File: config.mk
export PLATFORM = sky130hd
export DESIGN_NAME = game_control
export DESIGN_NICKNAME = d
export VERILOG_FILES = /design/src/rtl/game_control.sv
export SDC_FILE = /design/constraint.sdc
export NUM_CORES = 1
export LEC_CHECK = 0
export CAP_MARGIN = 20
export CORE_UTILIZATION = 49
export DETAILED_ROUTE_END_ITERATION = 10
export PLACE_DENSITY = 0.85
export SLEW_MARGIN = 20
export SYNTH_ARGS = -nofsm -noshare
export SYNTH_HDL_FRONTEND = slang
export SYNTH_SLANG_ARGS = --single-unit
File: constraint.sdc
create_clock -name clock -period 1.69 [get_ports clock]
set_clock_uncertainty 0.1 [all_clocks]
set_input_delay 0.338 -clock clock [delete_from_list [all_inputs] [get_ports clock]]
set_output_delay 0.338 -clock clock [all_outputs]
set_load 0.02 [all_outputs]
File: src/rtl/game_control.sv
// game_control: frame-paced FSM that sequences map/sprite redraws and player actions
module game_control #(
    parameter int FRAME_CYCLES    = 833333,
    parameter int ATTACK_COOLDOWN = 15
) (
    input  logic       clock,
    input  logic       reset,
    input  logic       btn_attack,
    input  logic       btn_up,
    input  logic       btn_down,
    input  logic       btn_left,
    input  logic       btn_right,
    input  logic       draw_map_done,
    input  logic       draw_link_done,
    output logic       init,
    output logic       idle,
    output logic       attack,
    output logic       up,
    output logic       down,
    output logic       left,
    output logic       right,
    output logic       draw_map,
    output logic       draw_link,
    output logic [3:0] state_dbg,
    output logic       frame_overrun
);
    localparam int FW = $clog2(FRAME_CYCLES);
    localparam int CW = $clog2(ATTACK_COOLDOWN + 2);
    localparam logic [3:0] S_RESET     = 4'd0;
    localparam logic [3:0] S_INIT      = 4'd1;
    localparam logic [3:0] S_DRAW_MAP  = 4'd2;
    localparam logic [3:0] S_DRAW_LINK = 4'd3;
    localparam logic [3:0] S_WAIT      = 4'd4;
    localparam logic [3:0] S_ATTACK    = 4'd5;
    localparam logic [3:0] S_UP        = 4'd6;
    localparam logic [3:0] S_DOWN      = 4'd7;
    localparam logic [3:0] S_LEFT      = 4'd8;
    localparam logic [3:0] S_RIGHT     = 4'd9;

    logic [FW-1:0] frame_cnt;
    logic [CW-1:0] cooldown;
    logic [3:0]    state, state_nx;
    logic          frame_tick, pending, consume, attack_ready;

    assign frame_tick = frame_cnt == FW'(FRAME_CYCLES - 1);
    assign consume    = state == S_WAIT && pending;
    assign state_dbg  = state;

    // free-running frame counter, independent of the FSM
    always_ff @(posedge clock or negedge reset) begin
        if (!reset) frame_cnt <= '0;
        else        frame_cnt <= frame_tick ? '0 : frame_cnt + 1'b1;
    end

    // pending frame flag; a new tick outranks consumption, a tick on a set flag is an overrun
    always_ff @(posedge clock or negedge reset) begin
        if (!reset) begin
            pending       <= 1'b0;
            frame_overrun <= 1'b0;
        end else begin
            pending       <= frame_tick | (pending & ~consume);
            frame_overrun <= frame_overrun | (frame_tick & pending);
        end
    end

    // cooldown counts frames; attack eligibility is taken at the tick, before that tick's decrement
    always_ff @(posedge clock or negedge reset) begin
        if (!reset) begin
            cooldown     <= '0;
            attack_ready <= 1'b0;
        end else begin
            if (frame_tick) attack_ready <= cooldown == '0;
            if (state_nx == S_ATTACK)           cooldown <= CW'(ATTACK_COOLDOWN);
            else if (frame_tick && cooldown != '0) cooldown <= cooldown - 1'b1;
        end
    end

    // next-state decode; buttons only matter when a frame is pending in WAIT
    always_comb begin
        state_nx = state;
        case (state)
            S_RESET:     state_nx = S_INIT;
            S_INIT:      state_nx = S_DRAW_MAP;
            S_DRAW_MAP:  state_nx = draw_map_done  ? S_DRAW_LINK : S_DRAW_MAP;
            S_DRAW_LINK: state_nx = draw_link_done ? S_WAIT      : S_DRAW_LINK;
            S_WAIT:      state_nx = !pending                   ? S_WAIT   :
                                    btn_attack && attack_ready ? S_ATTACK :
                                    btn_up                     ? S_UP     :
                                    btn_down                   ? S_DOWN   :
                                    btn_left                   ? S_LEFT   :
                                    btn_right                  ? S_RIGHT  : S_WAIT;
            S_ATTACK, S_UP, S_DOWN, S_LEFT, S_RIGHT: state_nx = S_DRAW_MAP;
            default:     state_nx = S_RESET;
        endcase
    end

    // state register with registered one-hot strobes decoded from the next state
    always_ff @(posedge clock or negedge reset) begin
        if (!reset) begin
            state <= S_RESET;
            {init, idle, attack, up, down, left, right, draw_map, draw_link} <= '0;
        end else begin
            state     <= state_nx;
            init      <= state_nx == S_INIT;
            idle      <= state_nx == S_WAIT;
            attack    <= state_nx == S_ATTACK;
            up        <= state_nx == S_UP;
            down      <= state_nx == S_DOWN;
            left      <= state_nx == S_LEFT;
            right     <= state_nx == S_RIGHT;
            draw_map  <= state_nx == S_DRAW_MAP;
            draw_link <= state_nx == S_DRAW_LINK;
        end
    end
endmodule

-- Word-level counts from Yosys, hierarchy flattened
Index checks and enable logic that the tools add are counted.
- register bits: 41
- output and inout port bits: 14
- add/sub/neg operators: 2
- equality and inequality tests: 19
- multiplexer cells: 12
- bitwise operators: 5
- reductions and logical operators: 8
- operators by type and width (cell ; count):
    $eq A4 B3 Y1 const B ; 8
    $mux W4 ; 6
    $add A20 B1 Y20 const B ; 1
    $eq A20 B20 Y1 const B ; 1
    $mux W20 ; 1
    $pmux W4 S5 ; 1
    $eq A4 B2 Y1 const B ; 4
    $eq A4 B4 Y1 const B ; 4
    $mux W5 ; 2
    $eq A4 B1 Y1 const B ; 2
    $reduce_or A6 Y1 ; 1
    $logic_not A5 Y1 ; 1
    $reduce_bool A5 Y1 ; 1
    $sub A5 B1 Y5 const B ; 1
    $logic_not A4 Y1 ; 1
    $logic_and A1 B1 Y1 ; 3
    $mux W3 ; 1
    $and A1 B1 Y1 ; 2
    $or A1 B1 Y1 ; 2
    $reduce_bool A2 Y1 ; 1
    $mux W1 ; 1
    $not A1 Y1 ; 1

-- Logic depth before layout (Yosys ltp)
Gate-level depths: netlist of the first run.
- word-level depth: 9
- gate-level depth with buffers: 8
- gate-level depth less buffers: 7

-- Least setup slack after synthesis of the first run
No wires, ideal clock.
- kind: register to register
- start: reg state[0] (netlist: state_dbg[0])
- end: reg cooldown[1]
- library setup time: 0.087 ns
- arrival: 1.609 ns
- data required time: 1.503 ns
- slack: -0.105 ns
- stages on the path, launching flop included: 6
- period minus slack after synthesis: 1.795 ns
- cells stage by stage: dfrtp_1 -> or4b_1 -> a21o_1 -> a21boi_2 -> o31ai_2 -> o211ai_1
- longest elaborated chain between the ends: 5
- ends and longest elaborated chain (item ; line ; source):
    start: declaration ; 42 ; logic [3:0] state, state_nx;
    start signal: assignment ; 103 ; state <= state_nx;
    $eq A4 B3 Y1 (tied with other cells) ; 81 ; case (state)
    $reduce_or A6 Y1 (no source line) ; n/a ;
    $pmux W4 S5 (*) ; 81 ;
    $eq A4 B3 Y1 (*) ; 73 ; if (state_nx == S_ATTACK) cooldown <= CW'(ATTACK_COOLDOWN);
    $mux W5 / $reduce_bool A2 Y1 (equally long branches) ; n/a ;
    end signal: assignment ; 73 ;
    end signal: assignment ; 74 ; else if (frame_tick && cooldown != '0) cooldown <= cooldown - 1'b1;
    end: declaration ; 41 ; logic [CW-1:0] cooldown;
Mark *: on every way between the ends. The rest lies on a longest branch, timed or not.
A chain may end at the register's enable or synchronous reset.

-- Final worst setup path of the first run
- start: reg frame_cnt[7]
- end: reg cooldown[2]
- longest elaborated chain between the ends: 3
- ends and longest elaborated chain (item ; line ; source):
    start: declaration ; 40 ; logic [FW-1:0] frame_cnt;
    start signal: assignment ; 52 ; else frame_cnt <= frame_tick ? '0 : frame_cnt + 1'b1;
    $eq A20 B20 Y1 ; 45 ; assign frame_tick = frame_cnt == FW'(FRAME_CYCLES - 1);
    $logic_and A1 B1 Y1 ; 74 ;
    $reduce_bool A2 Y1 (no source line) ; n/a ;
Every way passes these cells.

==> impl_metrics.tcl, run 1 <==
set metrics [dict create \
    detailroute.wirelength.met3_um 159 \
    maxCapViolCount 0 \
    max_slew_margin_pct 74.6 \
    syn_nets 194 \
    met2RoutedLength_um 2100 \
    drt_drc_violations_left 0 \
    drt_pre_antenna_iters 4 \
    cp_slowest_cell "or4b_4" \
    wl_per_cell_um 13.8 \
    vias 1536 \
    timing_max_transition_violations_final 0 \
    critPathBufInv 1 \
    max_stage_delay_on_crit_path_ns 0.55 \
    path_cells "or4b_4, nor3_4, buf_4, nand4_1, xor2_1, nand2_1" \
    fp.dieW_um 64.5 \
    grt_setup_unrepaired "true" \
    drtAntennaViolNets 0 \
    cellLeakagePower_nw 1.36 \
    arrival_ns 1.95 \
    netlist-cell-type-count 37 \
    cts_inserted_buffers 5 \
    hold_path.class "reg2reg" \
    synthMostInstantiatedCell "dfrtp_1" \
    clock_root_buffer "clkbuf_8" \
    grt.total_usage_pct 22.8 \
    clk-insertion-delay-late_ns 0.30 \
    ctsLongestPathBuffers 2 \
    fraction_of_registers_with_async_set_or_reset_after_synthesis_pct 100 \
    design.die.area_mm2 0.00416 \
    global_route.overflow_total 0 \
    critical_path.top_delay_family "simple AND/OR/NAND/NOR gates" \
    cp_data_required_time_ns 1.75 \
    multi_input_comb_area_um2 898 \
    criticalPathCategory "reg2reg" \
    synthCells 181 \
    post_synth.cell_area_avg_um2 10.6 \
    first_global_vias 1582 \
    final_weighted_congestion_of_routability_driven_global_placement 0.889 \
    layout.area.seq_mm2 0.00103 \
    placement.cell_area_mm2 0.00246 \
    die_outline_height_um 64.5 \
    post-synth-top-area-fraction_pct 53.6 \
    dp_hpwl_um 2950 \
    pwr_density_cell_mw_per_mm2 952 \
    critical_path_peak_fanout 4 \
    cts-htree-levels 2 \
    setup-violations-final 23 \
    cts_tree "yes" \
    worstSetupStartpointType "flip-flop" \
    end_kind "flip-flop" \
    timing.final.ws_setup_ns -0.195 \
    synth.yosys.warnings 0 \
    grt_pass1_wl_um 7050 \
    netlist.top_cell.by_area "dfrtp_1" \
    core_area_mm2 0.00372 \
    insertedDiodeCount 0 \
    peakVddDrop_uv 743 \
    yosys-top-cells-area "dfrtp_1, nor2_1, xor2_1" \
    area.growth.synth_to_final_pct 37.5 \
    drive_gt1_share_pct 27.4 \
    design.portCount 23 \
    ys_top_cells_by_count "dfrtp_1, nor2_1, nand2_1" \
    wirelength_met1_um 1750 \
    synth_enable_flop_cells 0 \
    fin_hold_ws_ns 0.383 \
    tritoncts_num_sinks 41 \
    clk_pin_slew_ns 0.08 \
    grt_start_max_net_pins 42 \
    fin_total_pwr_mw 2.51 \
    register_bit_total_from_synthesis 41 \
    final.setup.tns_ns -2.25 \
    buffer_ports.inserted 22 \
    seq_area_frac_synth_pct 53.6 \
    viasPerCell 5.19 \
    timing.fmax_mhz 531 \
    antenna_violations_before_repair 0 \
    actual_transition_at_the_worst_max_transition_pin_ns 0.375 \
    ys.flop_type "dfrtp_1" \
    net_total_in_the_final_layout 260 \
    violations "setup timing" \
    num_rows 22 \
    final.period_utilization_pct 112 \
    number_of_fillers_in_the_final_layout 274 \
    topRoutingLayerUsed "met4" \
    drt-total-wl_um 4100 \
    largest_register_ffs 20 \
    layout.cell_area.non_filler_mm2 0.00263 \
    drt_iter0_drc 86 \
    run_status "finished with violations" \
    max_flop_register "frame_cnt" \
    initial_utilization_pct 51.5 \
    period_minus_slack_ns 1.88 \
    synthesis.area_mm2 0.00191 \
    hold_viol 0 \
]
logic make-up after synthesis:
family,count (synthesis),share of synthesized area [%]
xor gates and xnor gates,21,9.61
muxes,3,1.57
AOI/OAI and AO/OA,14,5.36
DFF,41,53.6
buffers and inverters,12,3.40
adders and majority gates,4,2.61
and+or+nand+nor,86,23.9
placed cells by master (no fill, tap or decap), types with 7 or more instances in the layout:
cell | synthesis | final
nand4_1 | 10 | 10
xnor2_1 | 10 | 9
dfrtp_1 | 41 | 39
nand2_1 | 14 | 14
inv_1 | 9 | 9
clkdlybuf4s50_1 | 0 | 11
nand3_1 | 9 | 7
xor2_1 | 11 | 11
nor2_1 | 27 | 27
buf_4 | 0 | 38
metal layers:
layer | global-route usage, % | vias to the layer above
met2 | 38.2 | 34
met3 | 6.34 | 7
li1 | - | 748
met4 | 10.6 | 0
met1 | 27.0 | 747
met5 | 0 | -
per-stage QoR:
stage / cells / utilization (%) / worst slack [ns]
2_1_floorplan: 181 / - / -0.0582
3_3_place_gp: 286 / 66.3 / -0.279
3_5_place_dp: 286 / 66.3 / -0.362
4_1_cts: 296 / 69.1 / -0.181
5_1_grt: 296 / 70.8 / -0.291
6_report: 296 / 70.8 / -0.195
report_power, final:
part / switching [mW] / internal (mW)
clock network: 0.328 / 0.286
logic: 0.382 / 0.387
registers: 0.0511 / 1.07
total: 0.761 / 1.75
final cells by class:
| cell class | instances | share of cell area, % |
|---|---|---|
| Timing Repair Buffer | 62 | 20.1 |
| Inverter | 9 | 1.28 |
| Clock inverter | 2 | 0.380 |
| Sequential cell | 41 | 39.1 |
| Clock buffer | 6 | 2.76 |
| Multi-Input combinational cell | 128 | 34.1 |
| Tap cell | 48 | 2.28 |
final timing paths:
| kind | end | from | slack, ns | cells past startpoint |
|---|---|---|---|---|
| min | frame_overrun | frame_overrun | 0.38 | 1 |
| max reg2reg | cooldown[2] | frame_cnt[7] | -0.19 | 6 |
| min in group asynchronous | frame_cnt[16] | reset | 0.44 | 3 |
| min reg2reg | frame_overrun | frame_overrun | 0.38 | 1 |
| max | cooldown[2] | frame_cnt[7] | -0.19 | 6 |
| max in group asynchronous | cooldown[0] | reset | 0.84 | 3 |
timing repair:
item	CTS	global route
hold buffers	1	0
gates resized for setup	10	18
endpoints found under the hold margin	41	0
buffers inserted	1	0
endpoints found under the setup margin	30	35
pin swaps	2	3
No activity file was read; power rests on OpenSTA's default activity.
==> inputs of run 2 (changes only) <==
CORE_UTILIZATION = 59   (was 49)
PLACE_DENSITY = 0.95   (was 0.85)
clock period = 2.34 ns   (was 1.69 ns; I/O delays follow)
==> run 2 against run 1 <==
Compared with the run above: the flow now finishes without violations; setup slack better by 0.47 ns; highest routed layer unchanged; first-iteration DRC count shrank 23%; global-route usage grew 0.34 points; die area is 16% lower; flip-flop and latch count did not move; largest cell class unchanged; cell count is 13% lower; wire length fell by 15%; final area down 14%; combinational power is 51% lower.
==> impl_metrics.tcl, run 2 (synthesis results as in run 1) <==
set metrics [dict create \
    run_status "complete, no violations" \
    viasPerCell 5.43 \
    grt_start_max_net_pins 22 \
    cts-htree-levels 2 \
    drive_gt1_share_pct 8.92 \
    drt_iter0_drc 66 \
    net_total_in_the_final_layout 225 \
    global_route.overflow_total 0 \
    timing_max_transition_violations_final 0 \
    max_flop_register "frame_cnt" \
    detailroute.wirelength.met3_um 118 \
    layout_common_cells "dfrtp_1, nor2_1, clkdlybuf4s50_1" \
    fin_hold_ws_ns 0.376 \
    die_outline_height_um 59.0 \
    vias 1396 \
    timing.critical_path.from "state_dbg[0]" \
    maxCapViolCount 0 \
    mostFrequentLayoutCell "dfrtp_1" \
    cellLeakagePower_nw 1.07 \
    met2RoutedLength_um 1800 \
    design.portCount 23 \
    ctsResizeCount 0 \
    largest_register_ffs 20 \
    tritoncts_num_sinks 41 \
    grt.total_usage_pct 23.1 \
    drt_pre_antenna_iters 6 \
    wl_per_cell_um 13.5 \
    critical_path.reg2reg.startpoint "frame_cnt[6]" \
    antenna_violations_before_repair 0 \
    criticalPathCategory "reg2out" \
    topRoutingLayerUsed "met4" \
    path_cells "clkdlybuf4s50_1" \
    clk-insertion-delay-late_ns 0.35 \
    peakVddDrop_uv 649 \
    layout.area.seq_mm2 0.00103 \
    cts_inserted_buffers 5 \
    max_stage_delay_on_crit_path_ns 0.65 \
    drt-total-wl_um 3460 \
    buffer_ports.inserted 22 \
    initial_utilization_pct 62.2 \
    critical_path_peak_fanout 7 \
    num_rows 20 \
    ctsLongestPathBuffers 2 \
    worstSetupStartpointType "flip-flop" \
    max_slew_margin_pct 62.6 \
    cts_tree "yes" \
    hold_viol 0 \
    actual_transition_at_the_worst_max_transition_pin_ns 0.557 \
    grt_setup_unrepaired "false" \
    layout.cell_area.non_filler_mm2 0.00226 \
    setup-violations-final 0 \
    grt_pass1_wl_um 5870 \
    critical_path.top_delay_family "buffers and inverters" \
    final.period_utilization_pct 88.1 \
    post-cts-setup-buffers 0 \
    final.setup.tns_ns 0 \
    final_weighted_congestion_of_routability_driven_global_placement 0.837 \
    area.growth.synth_to_final_pct 18.2 \
    core_area_mm2 0.00308 \
    end_kind "output port" \
    pwr_density_cell_mw_per_mm2 711 \
    critPathBufInv 1 \
    number_of_fillers_in_the_final_layout 210 \
    clk_pin_slew_ns 0.12 \
    timing.fmax_mhz 485 \
    first_global_vias 1365 \
    wirelength_met1_um 1500 \
    multi_input_comb_area_um2 823 \
    hold_path.class "reg2reg" \
    insertedDiodeCount 0 \
    design.die.area_mm2 0.00348 \
    clock_root_buffer "clkbuf_4" \
    period_minus_slack_ns 2.06 \
    placement.cell_area_mm2 0.00218 \
    worstHoldStart "frame_overrun" \
    drt_drc_violations_left 0 \
    drtAntennaViolNets 0 \
    arrival_ns 1.49 \
    fp.dieW_um 59.0 \
    cp_slowest_cell "clkdlybuf4s50_1" \
    cp_data_required_time_ns 1.77 \
    dp_hpwl_um 2580 \
]
==> run 2: through the flow <==
stage | utilization [%] | worst slack (ns) | power, mW | instances
2_1_floorplan | - | 0.545 | 1.04 | 181
3_3_place_gp | 70.9 | 0.256 | 1.21 | 248
6_report | 73.5 | 0.280 | 1.61 | 257
5_1_grt | 73.5 | 0.217 | 1.69 | 257
3_5_place_dp | 70.9 | 0.189 | 1.22 | 248
4_1_cts | 73.5 | 0.270 | 1.62 | 257
==> run 2: final timing paths <==
kind | to | slack, ns | cells past startpoint
worst max-delay path | state_dbg[0] | 0.28 | 1
worst min-delay path | frame_overrun | 0.38 | 1
worst max register to register | frame_cnt[15] | 0.35 | 5
worst min register to register | frame_overrun | 0.38 | 1
max in group asynchronous | frame_cnt[18] | 1.13 | 3
min in group asynchronous | frame_cnt[2] | 0.48 | 2
==> run 2: where the power goes <==
| group | switching, mW | total (mW) | internal [mW] |
|---|---|---|---|
| Sequential | 0.0609 | 0.832 | 0.771 |
| Combinational | 0.207 | 0.380 | 0.173 |
| Clock | 0.223 | 0.398 | 0.174 |
| Total | 0.491 | 1.61 | 1.12 |
==> run 2: final cells by class <==
class / count / share of cell area [%]
sequential: 41 / 45.3
timing repair buffer: 27 / 11.3
tap: 44 / 2.43
clock buffer: 7 / 2.87
clock inverter: 1 / 0.221
inverter: 9 / 1.49
multi-input combinational: 128 / 36.4
==> run 2: what timing repair did <==
| action | in CTS | in global routing |
|---|---|---|
| setup endpoints to repair | 0 | 0 |
| hold endpoints to repair | 19 | 0 |
| hold buffers | 1 | 0 |
==> run 2: routing by layer <==
layer | vias up | track usage, %
met2 | 28 | 41.2
met4 | 0 | 7.48
met5 | - | 0
met3 | 6 | 7.03
li1 | 679 | -
met1 | 683 | 26.4
